[config.mk]
export PLATFORM = sky130hd
export DESIGN_NAME = pipe_stage_reg
export DESIGN_NICKNAME = d
export VERILOG_FILES = /design/src/rtl/pipe_stage_reg.sv
export SDC_FILE = /design/constraint.sdc
export NUM_CORES = 1
export LEC_CHECK = 0
export ABC_AREA = 1
export CORE_UTILIZATION = 45
export CTS_CLUSTER_DIAMETER = 30
export DETAILED_ROUTE_END_ITERATION = 12
export PLACE_DENSITY_LB_ADDON = 0.25
export SYNTH_ARGS = -nofsm -noshare
export SYNTH_HDL_FRONTEND = slang
export SYNTH_SLANG_ARGS = --single-unit
export TNS_END_PERCENT = 5
[constraint.sdc]
create_clock -name clk -period 3.5 [get_ports clk]
set_input_delay 0.7 -clock clk [delete_from_list [all_inputs] [get_ports clk]]
set_output_delay 0.7 -clock clk [all_outputs]
set_load 0.005 [all_outputs]
[src/rtl/pipe_stage_reg.sv]
// pipe_stage_reg: pipeline-stage register with ready/valid stall, optional 2-entry skid buffer and flush-to-bubble
module pipe_stage_reg #(
  parameter int DATA_W = 32,
  parameter int CTRL_W = 16,
  parameter logic [CTRL_W-1:0] BUBBLE_CTRL = '0,
  parameter bit SKID_EN = 1'b1
) (
  input  logic              clk,
  input  logic              reset,
  input  logic              flush,
  input  logic              in_valid,
  output logic              in_ready,
  input  logic [DATA_W-1:0] in_data,
  input  logic [CTRL_W-1:0] in_ctrl,
  output logic              out_valid,
  input  logic              out_ready,
  output logic [DATA_W-1:0] out_data,
  output logic [CTRL_W-1:0] out_ctrl,
  output logic [1:0]        occupancy
);
  logic              skid_valid, rdy_q, accept, consume, adv;
  logic [DATA_W-1:0] skid_data;
  logic [CTRL_W-1:0] skid_ctrl;
  assign in_ready  = SKID_EN ? rdy_q : (~out_valid | out_ready);
  assign accept    = in_valid & in_ready;
  assign consume   = out_valid & out_ready;
  assign adv       = consume | ~out_valid;
  assign occupancy = {skid_valid, out_valid & ~skid_valid};
  always_ff @(posedge clk or negedge reset) begin
    if (!reset) begin
      out_valid  <= 1'b0;
      out_data   <= '0;
      out_ctrl   <= BUBBLE_CTRL;
      skid_valid <= 1'b0;
      skid_data  <= '0;
      skid_ctrl  <= '0;
      rdy_q      <= 1'b1;
    end else if (flush) begin
      out_valid  <= 1'b0;
      out_ctrl   <= BUBBLE_CTRL;
      skid_valid <= 1'b0;
      rdy_q      <= 1'b1;
    end else if (adv) begin
      out_valid  <= skid_valid | accept;
      skid_valid <= 1'b0;
      rdy_q      <= 1'b1;
      if (skid_valid) begin
        out_data <= skid_data;
        out_ctrl <= skid_ctrl;
      end else if (accept) begin
        out_data <= in_data;
        out_ctrl <= in_ctrl;
      end else begin
        out_ctrl <= BUBBLE_CTRL;
      end
    end else if (accept) begin
      skid_data  <= in_data;
      skid_ctrl  <= in_ctrl;
      skid_valid <= 1'b1;
      rdy_q      <= 1'b0;
    end
  end
endmodule

==> run_summary.xml <==
<?xml version="1.0" encoding="UTF-8"?>
<metrics>
  <group name="cts">
    <metric name="cts_setup_buffers" unit="">0</metric>
    <metric name="cts.repair.resized" unit="">0</metric>
    <metric name="cts_buffer_depth" unit="">2</metric>
    <metric name="tritoncts" unit="">yes</metric>
    <metric name="clk_transition_reported_paths" unit="ns">0.10</metric>
    <metric name="cts_root_buf" unit="">clkbuf_8</metric>
    <metric name="cts_hold_buffers" unit="">0</metric>
    <metric name="number_of_sinks_driven_by_the_clock_tree" unit="">99</metric>
    <metric name="htree_num_levels" unit="">3</metric>
    <metric name="insertion_delay" unit="ns">0.36</metric>
    <metric name="cts_inserted_buffers" unit="">9</metric>
  </group>
  <group name="drt">
    <metric name="wire_per_inst" unit="um">12.9</metric>
    <metric name="detail_route.first_pass.iterations" unit="">5</metric>
    <metric name="number_of_vias_per_cell_after_detailed_routing" unit="">4.79</metric>
    <metric name="drt-total-wl" unit="mm">10.9</metric>
    <metric name="num_vias" unit="">4024</metric>
    <metric name="ant_nets" unit="">0</metric>
    <metric name="drt_iter0_drc" unit="">251</metric>
    <metric name="drt_drc_violations_left" unit="">0</metric>
  </group>
  <group name="synth">
    <metric name="synth-seq-cells" unit="">99</metric>
    <metric name="ys_seq_area_share" unit="%">54.0</metric>
    <metric name="netlist.top_cell.by_area" unit="">dfrtp_1</metric>
    <metric name="ys.warnings.count" unit="">0</metric>
    <metric name="mappedNetlistNets" unit="">672</metric>
    <metric name="synth_common_cells" unit="">nand2_1 (356), dfrtp_1 (98), nand3_1 (82)</metric>
    <metric name="synthDominantCellAreaShare" unit="%">53.4</metric>
    <metric name="yosysUniqueCellTypes" unit="">15</metric>
    <metric name="postSynth.topFlopCell" unit="">dfrtp_1</metric>
    <metric name="syn_area" unit="um2">4590</metric>
    <metric name="synth_edf_count" unit="">0</metric>
    <metric name="yosys.cell_count.top_type" unit="">nand2_1</metric>
    <metric name="ys_top_cells_by_area" unit="">dfrtp_1 (53%), nand2_1 (29%), nand3_1 (8.9%)</metric>
    <metric name="synthesis.area_per_instance" unit="um2">7.41</metric>
    <metric name="synth-async-reset-ratio" unit="%">100</metric>
    <metric name="netlist_instances" unit="">619</metric>
  </group>
  <group name="grt">
    <metric name="global_route.overflow_total" unit="">0</metric>
    <metric name="track_usage" unit="%">21.9</metric>
    <metric name="grt_pass1_wl" unit="mm">17.9</metric>
    <metric name="number_of_global_route_vias_before_repair" unit="">3793</metric>
    <metric name="grt_max_degree" unit="">67</metric>
    <metric name="antenna_violations_before_repair" unit="">0</metric>
  </group>
  <group name="setup_path">
    <metric name="crit_buf_inv" unit="">1</metric>
    <metric name="worst-endpoint-arrival" unit="ns">1.78</metric>
    <metric name="critical_path.startpoint" unit="">skid_valid$_DFFE_PN0P_</metric>
    <metric name="crit_chain" unit="">clkdlybuf4s50_1</metric>
    <metric name="crit_path_top_delay_cell" unit="">dfrtp_2</metric>
    <metric name="max_stage_delay" unit="ns">0.80</metric>
    <metric name="cp-endpoint" unit="">occupancy[1]</metric>
    <metric name="worst-endpoint-required" unit="ns">2.80</metric>
    <metric name="worstSetupEndpointType" unit="">output pin</metric>
    <metric name="critPathKind" unit="">reg -&gt; out</metric>
    <metric name="kind_of_cell_adding_the_most_delay_to_the_critical_path" unit="">flip-flops</metric>
    <metric name="end_of_the_worst_register_to_register_path" unit="">out_data[23]$_DFFE_PN0P_</metric>
    <metric name="timing.rr.start" unit="">skid_valid$_DFFE_PN0P_</metric>
    <metric name="r2r_setup_slack" unit="ns">1.04</metric>
    <metric name="start_kind" unit="">flop</metric>
    <metric name="critical_path_cell_count" unit="">1</metric>
    <metric name="rr_worst_depth" unit="">6</metric>
    <metric name="worstPathMaxFanout" unit="">35</metric>
  </group>
  <group name="floorplanning">
    <metric name="fp.coreArea" unit="um2">9820</metric>
    <metric name="floorplan.initialDensity" unit="%">46.7</metric>
    <metric name="row_count" unit="">36</metric>
    <metric name="num_io_pins" unit="">105</metric>
    <metric name="die_h" unit="um">103</metric>
    <metric name="fp.dieW" unit="um">103</metric>
    <metric name="floorplan.die_area" unit="um2">10600</metric>
  </group>
  <group name="flow_run">
    <metric name="maxCapViolations" unit="">0</metric>
  </group>
  <group name="timing">
    <metric name="report.final.hold_viol_count" unit="">0</metric>
    <metric name="final.min_clock_period" unit="ns">2.48</metric>
    <metric name="timing_max_transition_violations_final" unit="">0</metric>
    <metric name="tightestPinTransition" unit="ns">0.969</metric>
    <metric name="fin_skew" unit="ns">0.00987</metric>
    <metric name="tns" unit="ns">0</metric>
    <metric name="final.period_utilization" unit="%">70.8</metric>
    <metric name="max_freq" unit="MHz">403</metric>
    <metric name="setup-violations-final" unit="">0</metric>
    <metric name="rsz_0062_raised_after_global_routing" unit="">no</metric>
    <metric name="max-slew-margin-rel" unit="%">35.2</metric>
  </group>
  <group name="layout">
    <metric name="layout-drive-gt1-share" unit="%">4.38</metric>
    <metric name="finish.net_count" unit="">755</metric>
    <metric name="antenna-diode-count" unit="">0</metric>
    <metric name="design_area" unit="um2">5870</metric>
    <metric name="area_growth" unit="%">27.9</metric>
  </group>
  <group name="power_and_ir_drop">
    <metric name="switching_power" unit="uW">787</metric>
    <metric name="combinationalPowerShare" unit="%">20.3</metric>
    <metric name="p_leak" unit="uW">0.00315</metric>
    <metric name="clock_power_share" unit="%">26.2</metric>
    <metric name="net_sw_share" unit="%">28.4</metric>
    <metric name="irDropWorstVdd" unit="mV">0.186</metric>
    <metric name="p_seq_share" unit="%">53.5</metric>
    <metric name="cellInternalPower" unit="uW">1980</metric>
    <metric name="cellPowerDensity" unit="nW/um2">472</metric>
  </group>
  <group name="placement">
    <metric name="post_dp_cell_area" unit="um2">5670</metric>
    <metric name="routabilityCongestion" unit="">0.739</metric>
    <metric name="port_buffers" unit="">104</metric>
    <metric name="place_hpwl" unit="mm">6.86</metric>
  </group>
  <group name="status">
    <metric name="run_status" unit="">finished, final reports clean</metric>
  </group>
  <group name="worst_hold_path">
    <metric name="worst_hold_path_type" unit="">in -&gt; async</metric>
  </group>
</metrics>
## how the worst min path moves through the flow
stage / cells past startpoint / from / endpoint
floorplan: 0 / reset / out_ctrl[0]$_DFFE_PN0P_
global placement: 2 / out_data[22]$_DFFE_PN0P_ / out_data[22]$_DFFE_PN0P_
detailed placement: 2 / out_data[22]$_DFFE_PN0P_ / out_data[22]$_DFFE_PN0P_
CTS: 1 / reset / skid_data[13]$_DFFE_PN0P_
global route: 1 / reset / skid_data[13]$_DFFE_PN0P_
finish: 1 / reset / skid_data[13]$_DFFE_PN0P_
## layout make-up
class,instances,area [um2]
Clock buffer,10,128
Clock inverter,6,66.3
Fill cell,927,3950
Inverter,22,82.6
Multi-Input combinational cell,458,1850
Sequential cell,99,2480
Tap cell,133,166
Timing Repair Buffer,112,1100
## power groups by stage
| stage | clock [uW] | combinational [uW] | sequential, uW |
|---|---|---|---|
| 2_1_floorplan | 0 | 261 | 1490 |
| 3_3_place_gp | 0 | 550 | 1490 |
| 3_5_place_dp | 0 | 569 | 1500 |
| 4_1_cts | 750 | 569 | 1480 |
| 5_1_grt | 796 | 642 | 1500 |
| 6_report | 726 | 562 | 1480 |
## layer usage
metal / vias up / routed length [um] / track usage (%)
li1: 2063 / - / -
met1: 1832 / 5080 / 30.3
met2: 119 / 4980 / 34.8
met3: 10 / 698 / 4.20
met4: 0 / 116 / 7.26
met5: - / 0 / 0
## through the flow
step,setup slack (ns),instances,util [%],power [uW],hold slack (ns)
finish,1.02,840,59.8,2770,0.416
global route,0.813,840,59.8,2940,0.481
floorplan,1.97,619,-,1750,0.404
global placement,1.05,824,57.8,2040,0.452
CTS,1.02,840,59.8,2800,0.456
detailed placement,1.03,824,57.8,2070,0.458
## cell families (layout without fill, tap and decap cells)
logic type / Yosys count / in the layout / share of synthesized area, %
AO/OA/AOI/OAI: 3 / 3 / 0.327
AND/OR/NAND/NOR: 455 / 455 / 39.5
flip-flops: 99 / 99 / 54.0
buffers and inverters: 62 / 150 / 6.14
## registers in the layout (all words and copies together), names as in the netlist
name / cells
in_ready: 1
out_ctrl: 16
skid_valid: 1
skid_ctrl: 16
out_data: 32
out_valid: 1
skid_data: 32
## cell usage in the layout, fill, tap and decap left out
master           netlist  final
clkbuf_8               0      9
a21oi_1                2      1
dfrtp_2                0      1
inv_1                 20     20
clkinv_2               0      1
nand2_2                0      1
o21ai_0                1      1
bufinv_16              0      1
nand2_1              356    355
nor2_1                16     16
inv_2                  2      2
dfstp_2                1      1
clkinv_4               0      1
nor2_4                 0      1
dfrtp_1               98     97
clkdlybuf4s50_1        0    103
clkinvlp_4             0      3
nand3_1               82     82
clkbuf_1              13      1
a21oi_4                0      1
buf_4                  2      9
Note: power is estimated with default switching activity, not from simulation.
